### config.mk
export PLATFORM = sky130hd
export DESIGN_NAME = rominit_seq
export DESIGN_NICKNAME = d
export VERILOG_FILES = /design/src/rtl/rominit_seq.sv
export SDC_FILE = /design/constraint.sdc
export NUM_CORES = 1
export LEC_CHECK = 0
export BUFFER_PORTS_ARGS = -buffer_cell sky130_fd_sc_hd__buf_2
export CAP_MARGIN = 20
export CELL_PAD_IN_SITES_DETAIL_PLACEMENT = 1
export CELL_PAD_IN_SITES_GLOBAL_PLACEMENT = 1
export CORE_MARGIN = 2
export CORE_UTILIZATION = 38
export DETAILED_ROUTE_END_ITERATION = 8
export PLACE_DENSITY_LB_ADDON = 0.1
export SYNTH_ARGS = -nofsm -noshare
export SYNTH_HDL_FRONTEND = slang
export SYNTH_SLANG_ARGS = --single-unit
### constraint.sdc
create_clock -name CLK -period 2.3 [get_ports CLK]
set_clock_uncertainty 0.05 [all_clocks]
set_input_delay 0.345 -clock CLK [delete_from_list [all_inputs] [get_ports CLK]]
set_output_delay 0.345 -clock CLK [all_outputs]
set_load 0.03 [all_outputs]
### src/rtl/rominit_seq.sv
// Routes the single download port onto one ROMINIT region, size-checks it and gates core reset.
// Latency: ROMINIT write 1 cycle after DL_WR; no backpressure, every DL_WR is accepted or dropped.
module rominit_seq #(
  parameter int IDX_BOOT    = 0,
  parameter int IDX_CHR     = 1,
  parameter int IDX_APU     = 2,
  parameter int IDX_CART    = 3,
  parameter int BOOT_SIZE   = 4096,
  parameter int CHR_SIZE    = 1024,
  parameter int APU_SIZE    = 2048,
  parameter int CART_MAX    = 131072,
  parameter int HOLD_CYCLES = 64
) (
  input  logic        CLK,
  input  logic        RES,
  input  logic        DL_ACTIVE,
  input  logic [7:0]  DL_INDEX,
  input  logic [7:0]  DL_DATA,
  input  logic        DL_WR,
  output logic        ROMINIT_SEL_BOOT,
  output logic        ROMINIT_SEL_CHR,
  output logic        ROMINIT_SEL_APU,
  output logic        ROMINIT_SEL_CART,
  output logic [24:0] ROMINIT_ADDR,
  output logic [7:0]  ROMINIT_DATA,
  output logic        ROMINIT_VALID,
  output logic [24:0] CART_SIZE,
  output logic        READY,
  output logic        SYS_RESB,
  output logic        ERR
);

  localparam int HW = $clog2(HOLD_CYCLES + 1);

  localparam logic [7:0]    IDX_BOOT_B = 8'(IDX_BOOT);
  localparam logic [7:0]    IDX_CHR_B  = 8'(IDX_CHR);
  localparam logic [7:0]    IDX_APU_B  = 8'(IDX_APU);
  localparam logic [7:0]    IDX_CART_B = 8'(IDX_CART);
  localparam logic [24:0]   BOOT_LIM   = 25'(BOOT_SIZE);
  localparam logic [24:0]   CHR_LIM    = 25'(CHR_SIZE);
  localparam logic [24:0]   APU_LIM    = 25'(APU_SIZE);
  localparam logic [24:0]   CART_LIM   = 25'(CART_MAX);
  localparam logic [HW-1:0] HOLD_INIT  = HW'(HOLD_CYCLES);

  typedef enum logic [1:0] {
    ST_IDLE,
    ST_LOAD,
    ST_SKIP,
    ST_CHECK
  } state_t;

  state_t        state_q, state_d;
  logic          dl_active_q, dl_active_d;
  // select bits: [0] boot, [1] chr, [2] apu, [3] cart
  logic [3:0]    sel_q, sel_d;
  logic [24:0]   cnt_q, cnt_d;
  logic          ovf_q, ovf_d;
  logic          valid_q, valid_d;
  logic [24:0]   addr_q, addr_d;
  logic [7:0]    data_q, data_d;
  logic [24:0]   cart_size_q, cart_size_d;
  logic [2:0]    loaded_q, loaded_d;
  logic          ready_q, ready_d;
  logic [HW-1:0] hold_q, hold_d;
  logic          sys_resb_q, sys_resb_d;
  logic          err_q, err_d;

  logic [3:0]    idx_sel;
  logic [24:0]   lim;
  logic          size_ok;

  always_comb begin
    idx_sel = 4'b0000;
    if (DL_INDEX == IDX_BOOT_B)      idx_sel = 4'b0001;
    else if (DL_INDEX == IDX_CHR_B)  idx_sel = 4'b0010;
    else if (DL_INDEX == IDX_APU_B)  idx_sel = 4'b0100;
    else if (DL_INDEX == IDX_CART_B) idx_sel = 4'b1000;

    lim = '0;
    if (sel_q[0])      lim = BOOT_LIM;
    else if (sel_q[1]) lim = CHR_LIM;
    else if (sel_q[2]) lim = APU_LIM;
    else if (sel_q[3]) lim = CART_LIM;
  end

  always_comb begin
    state_d     = state_q;
    dl_active_d = DL_ACTIVE;
    sel_d       = sel_q;
    cnt_d       = cnt_q;
    ovf_d       = ovf_q;
    valid_d     = 1'b0;
    addr_d      = addr_q;
    data_d      = data_q;
    cart_size_d = cart_size_q;
    loaded_d    = loaded_q;
    hold_d      = hold_q;
    err_d       = err_q;
    size_ok     = 1'b0;

    if ((state_q == ST_IDLE || state_q == ST_SKIP) && hold_q != '0)
      hold_d = hold_q - 1'b1;

    case (state_q)
      ST_IDLE: begin
        if (DL_ACTIVE && !dl_active_q) begin
          if (idx_sel != 4'b0000) begin
            state_d  = ST_LOAD;
            sel_d    = idx_sel;
            cnt_d    = '0;
            ovf_d    = 1'b0;
            hold_d   = HOLD_INIT;
            loaded_d = loaded_q & ~idx_sel[2:0];
          end else begin
            state_d = ST_SKIP;
          end
        end
      end

      ST_LOAD: begin
        if (DL_WR) begin
          // counter stops at the limit, so extra bytes only mark overflow
          if (cnt_q < lim) begin
            valid_d = 1'b1;
            addr_d  = cnt_q;
            data_d  = DL_DATA;
            cnt_d   = cnt_q + 25'd1;
          end else begin
            ovf_d = 1'b1;
          end
        end
        if (!DL_ACTIVE)
          state_d = ST_CHECK;
      end

      ST_SKIP: begin
        if (!DL_ACTIVE)
          state_d = ST_IDLE;
      end

      ST_CHECK: begin
        state_d = ST_IDLE;
        sel_d   = 4'b0000;
        if (sel_q[3]) begin
          if (cnt_q != '0 && cnt_q <= CART_LIM && !ovf_q)
            cart_size_d = cnt_q;
          else
            err_d = 1'b1;
        end else begin
          size_ok  = (cnt_q == lim) && !ovf_q;
          loaded_d = (loaded_q & ~sel_q[2:0]) | (size_ok ? sel_q[2:0] : 3'b000);
          if (!size_ok)
            err_d = 1'b1;
        end
      end

      default: state_d = ST_IDLE;
    endcase

    ready_d    = &loaded_d;
    sys_resb_d = ready_d && (hold_d == '0) && (state_d == ST_IDLE || state_d == ST_SKIP);
  end

  always_ff @(posedge CLK) begin
    if (RES) begin
      state_q     <= ST_IDLE;
      dl_active_q <= 1'b0;
      sel_q       <= 4'b0000;
      cnt_q       <= '0;
      ovf_q       <= 1'b0;
      valid_q     <= 1'b0;
      addr_q      <= '0;
      data_q      <= '0;
      cart_size_q <= '0;
      loaded_q    <= 3'b000;
      ready_q     <= 1'b0;
      hold_q      <= '0;
      sys_resb_q  <= 1'b0;
      err_q       <= 1'b0;
    end else begin
      state_q     <= state_d;
      dl_active_q <= dl_active_d;
      sel_q       <= sel_d;
      cnt_q       <= cnt_d;
      ovf_q       <= ovf_d;
      valid_q     <= valid_d;
      addr_q      <= addr_d;
      data_q      <= data_d;
      cart_size_q <= cart_size_d;
      loaded_q    <= loaded_d;
      ready_q     <= ready_d;
      hold_q      <= hold_d;
      sys_resb_q  <= sys_resb_d;
      err_q       <= err_d;
    end
  end

  assign ROMINIT_SEL_BOOT = sel_q[0];
  assign ROMINIT_SEL_CHR  = sel_q[1];
  assign ROMINIT_SEL_APU  = sel_q[2];
  assign ROMINIT_SEL_CART = sel_q[3];
  assign ROMINIT_ADDR     = addr_q;
  assign ROMINIT_DATA     = data_q;
  assign ROMINIT_VALID    = valid_q;
  assign CART_SIZE        = cart_size_q;
  assign READY            = ready_q;
  assign SYS_RESB         = sys_resb_q;
  assign ERR              = err_q;

  sel_onehot_a: assert property (@(posedge CLK) disable iff (RES) $onehot0(sel_q));

endmodule

==> results of run 1 <==
## worst register-to-register path: cells and delay by family (launching register included)
| family | cells | cell delay [ns] |
|---|---|---|
| and+or+nand+nor | 5 | 1.36 |
| muxes | 1 | 0.22 |
| buffers and inverters | 2 | 0.39 |
| DFF | 1 | 0.32 |
## cell type report
| type | instances | share of cell area (%) |
|---|---|---|
| Tap cell | 147 | 2.863 |
| Clock inverter | 6 | 0.7986 |
| Clock buffer | 10 | 3.564 |
| Multi-Input combinational cell | 347 | 39.91 |
| Timing Repair Buffer | 162 | 18.31 |
| Sequential cell | 105 | 32.98 |
| Inverter | 27 | 1.578 |
## final timing paths
check	cells after the start	to	slack, ns	from
hold / removal	3	ROMINIT_DATA[7]	0.18	DL_DATA[7]
setup reg to reg	8	ROMINIT_ADDR[12]	-0.14	cnt_q[21]
setup / recovery	8	ROMINIT_ADDR[12]	-0.14	cnt_q[21]
hold reg to reg	2	CART_SIZE[22]	0.37	CART_SIZE[22]
## cells by family (layout without fill, tap and decap cells)
group	count (synthesis)	count (layout)
simple gates	201	201
flops	105	105
mux	48	48
buf+inv	50	205
fa+ha+maj	13	13
compound gates	81	82
xor+xnor	3	3
## power groups by stage
stage               logic (mW)  clock network, mW  registers (mW)
floorplan                 1.01                  0            1.99
global placement          1.46                  0            2.00
detailed placement        1.52                  0            2.01
CTS                       1.63               1.52            1.97
global route              1.88               1.58            1.98
finish                    1.72               1.48            1.97
## through the flow
stage	power, mW	cell area [um2]	util, %	TNS (ns)
2_1_floorplan	3.002	4599	-	0
3_3_place_gp	3.465	5544	46.54	-0.6734
3_5_place_dp	3.527	5544	46.54	-4.702
4_1_cts	5.111	6043	50.74	-0.7716
5_1_grt	5.441	6424	53.93	-8.048
6_report	5.162	6424	53.93	-2.115
## routing by layer
layer / GRT usage [%] / part of all wire (%)
met5: 0 / 0
met3: 4.729 / 3.0
met4: 7.967 / 1.9
met2: 35.13 / 51
met1: 25.32 / 45
## registers in the layout (all words and copies together), names as in the netlist, 2 cells and up
signal        flops
cnt_q            25
loaded_q          3
state_q           2
ROMINIT_DATA      8
sel_q             4
hold_q            7
CART_SIZE        25
ROMINIT_ADDR     25
## what timing repair did
item	in CTS	in global routing
gates cloned	3	4
pin swaps	10	25
buffers inserted	7	9
resized for setup	19	48
setup endpoints to repair	58	78
## Yosys cell counts, types with 7 or more instances
| library cell | number |
|---|---|
| sky130_fd_sc_hd__nand2b_1 | 9 |
| sky130_fd_sc_hd__nand4_1 | 8 |
| sky130_fd_sc_hd__and2_1 | 14 |
| sky130_fd_sc_hd__a31oi_1 | 7 |
| sky130_fd_sc_hd__clkbuf_1 | 17 |
| sky130_fd_sc_hd__nand3_1 | 11 |
| sky130_fd_sc_hd__nor3_1 | 8 |
| sky130_fd_sc_hd__ha_1 | 13 |
| sky130_fd_sc_hd__nand2_1 | 18 |
| sky130_fd_sc_hd__o31ai_1 | 10 |
| sky130_fd_sc_hd__dfxtp_1 | 105 |
| sky130_fd_sc_hd__nor4_1 | 8 |
| sky130_fd_sc_hd__nor2_1 | 74 |
| sky130_fd_sc_hd__a21oi_1 | 28 |
| sky130_fd_sc_hd__inv_1 | 27 |
| sky130_fd_sc_hd__or4_1 | 13 |
| sky130_fd_sc_hd__mux2i_1 | 47 |
| sky130_fd_sc_hd__or3_1 | 10 |
| sky130_fd_sc_hd__nor2b_1 | 8 |
| sky130_fd_sc_hd__o21ai_0 | 14 |
==> Flow_metrics.wiki, run 1 <==
{| class="wikitable"
! Metric !! Value
|-
| Cell type of the slowest stage on the worst timing path || sky130_fd_sc_hd__or4_4
|-
| Combinational family with the most area after synthesis || simple AND/OR/NAND/NOR gates
|-
| Final period util || 106.1%
|-
| Primary FF master, synth || sky130_fd_sc_hd__dfxtp_1
|-
| Outcome || finished with violations
|-
| Final-stage net count || 685
|-
| Area used by sequential logic in the layout || roughly 2100 um2
|-
| Highest attainable clock frequency || 409.8 MHz
|-
| Gate power share || between 30% and 40%
|-
| Share of synthesized area spent on multiplexers || 10.52%
|-
| Maximum clock path buffer count || 2
|-
| Remaining Overflow, GRT || 0
|-
| Adder-cell area share of the yosys netlist || between 3 and 4%
|-
| Total iterations of the first detailed-routing run || 4
|-
| Async SR Flop Fraction || 0%
|-
| Placement Rows || 40
|-
| Fraction of the mapped netlist area in compound gates || 11.42%
|-
| Leakage Power || ~2.8 nW
|-
| Netlist Area Pre-Place || 4581 um2
|-
| Switching power summed over all nets || 1.788 mW
|-
| Sequential element share of the synthesized area || 45.89%
|-
| Wire length after detailed routing || 14280 um
|-
| Final min period || ~2.4 ns
|-
| Setup CP Type || flop to flop
|-
| Proportion of netlist area held by the largest area contributor || ~46%
|-
| Syn Area/Cell || 9.143 um2
|-
| Xor and xnor fraction of the mapped netlist area || 0.5736%
|-
| Max FO, Critical Path || 5
|-
| Initial antenna violation count || 0
|-
| Total internal power || between 3 and 4 mW
|-
| Total of fill cells in the finished design || 1387
|-
| Share of post-route cells with drive strength above 1 || 36.53%
|-
| Clock tree from TritonCTS || yes
|-
| Die Y-Extent || 113.8 um
|-
| Hold Vio Cnt, Final || 0
|-
| Total of endpoints with negative setup slack in the final report || 37
|-
| HP Class || input pin to flop
|-
| Worst slack at placement || -0.1477 ns
|-
| Antenna violation net count after detailed routing || 0
|-
| Die Outline Area || 12950 um2
|-
| Longest individual stage delay on the worst path || 0.53 ns
|-
| Leading cell types by total area after synthesis || sky130_fd_sc_hd__dfxtp_1 (46%), sky130_fd_sc_hd__mux2i_1 (10%), sky130_fd_sc_hd__nor2_1 (6.1%)
|-
| Hold_buf cts || 0
|-
| Portion of total power attributed to the clock network || 28.6%
|-
| Via count || 4254
|-
| Iter 0 DRT Violations || 166
|-
| CTS root buf || sky130_fd_sc_hd__clkbuf_16
|-
| Sequential share of power || 38.1%
|-
| Remaining design rule violation count || 0
|-
| Flip-flop and latch count after synthesis || 105
|-
| Relative area change from synthesis to final layout || 40.23%
|-
| MaxCap Viol Count || 0
|-
| Die X || approximately 110 um
|-
| Area inside the core boundary || between 10000 and 15000 um2
|-
| Share of synthesized cell area in and, or, nand and nor gates || 23.30%
|-
| CP Buf/Inv Count || 2
|-
| Pin count of the biggest net entering global routing || 28
|-
| Count of antenna diodes in the layout || 0
|-
| Startpoint types || flop
|-
| Commonest non-fill, non-tap cell in the layout || sky130_fd_sc_hd__dfxtp_1
|-
| Largest delay contributor family on the critical path || simple AND/OR/NAND/NOR gates
|-
| Setup repair after global routing missed its margin || yes
|-
| Area occupied by multi-input gates || 2564 um2
|-
| Slew Limit Fails || 0
|-
| CP arrival || 2.63 ns
|-
| Worst vdd rail ir drop || 0.0003847 V
|-
| Series of cell instances along the critical path || or4_4 > nand2b_4 > or2_4 > nor4bb_4 > buf_4 > clkbuf_16 > mux2i_1 > nor2_1
|-
| Tightest hold margin || 0.1756 ns
|-
| Max H-tree Level || 3
|-
| Skew-Pair Late Insertion Delay || 0.35 ns
|-
| EDFF count, synth || 0
|-
| Relative max-transition margin || 52.71%
|-
| Data required time of the critical path || between 2 and 2.5 ns
|-
| Distinct cell type count of the synthesized netlist || 48
|-
| Clock slew seen by the registers of the worst setup and hold paths || about 0.070 ns
|-
| Yosys synthesis warning count || 0
|-
| Kind of end point of the critical path || flop
|-
| Pin slew with the least headroom to its limit || slightly above 0.7 ns
|-
| Setup slack of the critical path after layout || -0.1404 ns
|-
| Vias in the first global route || between 4000 and 5000
|-
| Fraction of power spent switching nets || around a third
|-
| Starting Density || between 30% and 40%
|-
| Post-synthesis cell count || about 500
|-
| WL/cell || 17.76 um
|-
| IO Port Bufs || 85
|-
| Final estimated routing congestion in global placement || 0.7678
|-
| Cell Count Post-Placement || 765
|-
| Final non-filler cell total || 804
|-
| Gr usage total || 20.59%
|-
| First-pass GRT wire length || 21130 um
|-
| Via/cell ratio || 5.291
|-
| Synth Net Count || ~530
|-
| Failing checks || negative setup slack
|-
| Number of clock sinks || 105
|-
| Detailed placer's ending HPWL || 9017 um
|-
| Library cell occupying the most area in the post-synthesis netlist || sky130_fd_sc_hd__dfxtp_1
|-
| CTS Buf Count || 9
|-
| I/O pin cnt || between 80 and 90
|-
| Cell area power density || 803.6 nW/um2
|-
| Top library cells by usage in the layout, fill and taps aside || sky130_fd_sc_hd__dfxtp_1 (98), sky130_fd_sc_hd__buf_2 (85), sky130_fd_sc_hd__nor2_1 (71)
|}
Power figures use the tool's default switching activity.
==> inputs of run 2 (changes only) <==
REMOVE_ABC_BUFFERS = 1   (was default)
==> run 2 against run 1 <==
Against the previous run: highest routed layer unchanged; non-clock buffer count decreased by 6; critical path depth unchanged; critical endpoint is now ROMINIT_ADDR[6]; the flow still finishes with violations (negative setup slack); cell count decreased by 0.62%; largest cell class unchanged; maximum frequency increased by 2.9%.
==> Flow_metrics.wiki, run 2 (synthesis results as in run 1) <==
{| class="wikitable"
! Metric !! Value
|-
| Outcome || finished with violations
|-
| Failing checks || negative setup slack
|-
| Cell area power density || 824.8 nW/um2
|-
| CP Buf/Inv Count || 2
|-
| Clock tree from TritonCTS || yes
|-
| Relative area change from synthesis to final layout || 38.73%
|-
| Starting Density || 38.46%
|-
| Aggregate negative setup slack || -1.291 ns
|-
| Setup CP Type || flop to flop
|-
| MaxCap Viol Count || 0
|-
| Kind of end point of the critical path || flop
|-
| Portion of total power attributed to the clock network || 31.8%
|-
| Max H-tree Level || 3
|-
| Maximum clock path buffer count || 2
|-
| Series of cell instances along the critical path || or4_4 > nand2b_4 > or2_4 > nor4bb_4 > buf_6 > buf_8 > mux2i_2 > nor2_1
|-
| Total internal power || 3.518 mW
|-
| Via/cell ratio || 5.267
|-
| Die Y-Extent || roughly 110 um
|-
| Final estimated routing congestion in global placement || 0.8449
|-
| Setup slack of the critical path after layout || -0.07215 ns
|-
| Largest delay contributor family on the critical path || simple AND/OR/NAND/NOR gates
|-
| Initial antenna violation count || 0
|-
| Launching instance or port of the critical path || cnt_q[21]
|-
| Layout Cell Area excl Fill || 6355 um2
|-
| Final period util || 103.1%
|-
| Share of post-route cells with drive strength above 1 || 35.74%
|-
| Cell type of the slowest stage on the worst timing path || sky130_fd_sc_hd__or4_4
|-
| Longest individual stage delay on the worst path || between 0.5 and 0.6 ns
|-
| Switching power summed over all nets || about 1.7 mW
|-
| Data required time of the critical path || 2.50 ns
|-
| IO Port Bufs || 85
|-
| Global Route met1 Usage || between 20% and 30%
|-
| Die Outline Area || 12950 um2
|-
| Remaining design rule violation count || 0
|-
| Pin count of the biggest net entering global routing || 56
|-
| I/O pin cnt || 86
|-
| CTS root buf || sky130_fd_sc_hd__clkbuf_16
|-
| Max FO, Critical Path || 7
|-
| Pin slew with the least headroom to its limit || between 0.7 and 0.8 ns
|-
| Vias in the first global route || 4309
|-
| Relative max-transition margin || 51.21%
|-
| Count of antenna diodes in the layout || 0
|-
| Skew-Pair Late Insertion Delay || 0.36 ns
|-
| Area of placed instances || 5498 um2
|-
| Gr usage total || 20.49%
|-
| Start of the worst register-to-register path || cnt_q[21]
|-
| Worst vdd rail ir drop || ~0.00047 V
|-
| CP arrival || 2.57 ns
|-
| Global routing's busiest layer || met2
|-
| Final-stage net count || ~680
|-
| Total of endpoints with negative setup slack in the final report || 33
|-
| Finished Core Util || 53.35%
|-
| Final min period || 2.372 ns
|-
| Clock slew seen by the registers of the worst setup and hold paths || 0.07 ns
|-
| Commonest non-fill, non-tap cell in the layout || sky130_fd_sc_hd__dfxtp_1
|-
| Antenna violation net count after detailed routing || 0
|-
| Detailed placer's ending HPWL || approximately 9100 um
|-
| Via count || 4208
|-
| Wire length after detailed routing || 13400 um
|-
| Leakage Power || 2.792 nW
|-
| Hold_buf cts || 0
|-
| Iter 0 DRT Violations || 190
|-
| Die X || 113.8 um
|-
| Total of fill cells in the finished design || ~1400
|-
| Tightest hold margin || about 0.18 ns
|-
| First-pass GRT wire length || 20960 um
|-
| Hold Vio Cnt, Final || 0
|-
| Setup repair after global routing missed its margin || yes
|-
| HP Class || input pin to flop
|-
| Placement Rows || 40
|-
| Slew Limit Fails || 0
|-
| Sequential share of power || 37.5%
|-
| Startpoint types || flop
|-
| Fraction of power spent switching nets || 32.88%
|-
| Total iterations of the first detailed-routing run || 4
|-
| Setup slack of the most critical reg-to-reg path || -0.07 ns
|-
| Area inside the core boundary || 11910 um2
|-
| Met3 demand-to-capacity share in global routing || under 10%
|-
| Highest attainable clock frequency || 421.6 MHz
|-
| Worst min-delay path startpoint || DL_DATA[7]
|-
| Met2 usage || 34.77%
|-
| Remaining Overflow, GRT || 0
|-
| Gate power share || 30.6%
|-
| WL/cell || about 17 um
|-
| Total design power || approximately 5.2 mW
|-
| Top library cells by usage in the layout, fill and taps aside || sky130_fd_sc_hd__dfxtp_1 (99), sky130_fd_sc_hd__buf_2 (85), sky130_fd_sc_hd__nor2_1 (70)
|-
| Number of clock sinks || 105
|-
| CTS Buf Count || 9
|}
[run 2: power by group through the flow]
stage	sequential (mW)	combinational (mW)	clock (mW)
global placement	2.01	1.40	0
finish	1.97	1.61	1.67
floorplan	2.00	0.945	0
detailed placement	2.01	1.45	0
CTS	1.97	1.52	1.71
global route	1.98	1.79	1.79
[run 2: repair_timing]
action	in CTS	in global routing
setup buffers	4	13
gates cloned	2	4
gates resized for setup	23	51
pin swaps	7	33
setup endpoints to repair	76	77
hold endpoints to repair	0	0
[run 2: worst paths after layout]
check,end,cells past startpoint
worst max register to register,ROMINIT_ADDR[6],8
worst min-delay path,ROMINIT_DATA[7],3
worst min register to register,CART_SIZE[21],2
worst max-delay path,ROMINIT_ADDR[6],8
[run 2: routing by layer]
metal  up-vias  wire length (um)
met5         -                 0
met4         0               247
met3        13               561
met2        87              6495
met1      2052              6091
li1       2056                 -
[run 2: cell type report]
| cell class | instances | area, um2 | area share (%) |
|---|---|---|---|
| Clock buffer | 9 | 225.2 | 3.544 |
| Clock inverter | 6 | 90.09 | 1.418 |
| Inverter | 27 | 101.3 | 1.595 |
| Multi-Input combinational cell | 349 | 2552 | 40.17 |
| Sequential cell | 105 | 2112 | 33.23 |
| Tap cell | 147 | 183.9 | 2.894 |
| Timing Repair Buffer | 156 | 1090 | 17.15 |
[run 2: worst reg2reg max path, cell delays in order (launching register included)]
cell and delay, ns:
sky130_fd_sc_hd__dfxtp_2 0.33, sky130_fd_sc_hd__or4_4 0.53, sky130_fd_sc_hd__nand2b_4 0.16, sky130_fd_sc_hd__or2_4 0.28
sky130_fd_sc_hd__nor4bb_4 0.33, sky130_fd_sc_hd__buf_6 0.18, sky130_fd_sc_hd__buf_8 0.15, sky130_fd_sc_hd__mux2i_2 0.21
sky130_fd_sc_hd__nor2_1 0.05
[run 2: per-stage QoR]
step           worst slack, ns  cells
4_1_cts               -0.04108    783
5_1_grt                -0.1753    799
3_3_place_gp          -0.06540    762
2_1_floorplan           -3.752    478
3_5_place_dp           -0.2091    762
6_report              -0.07215    799
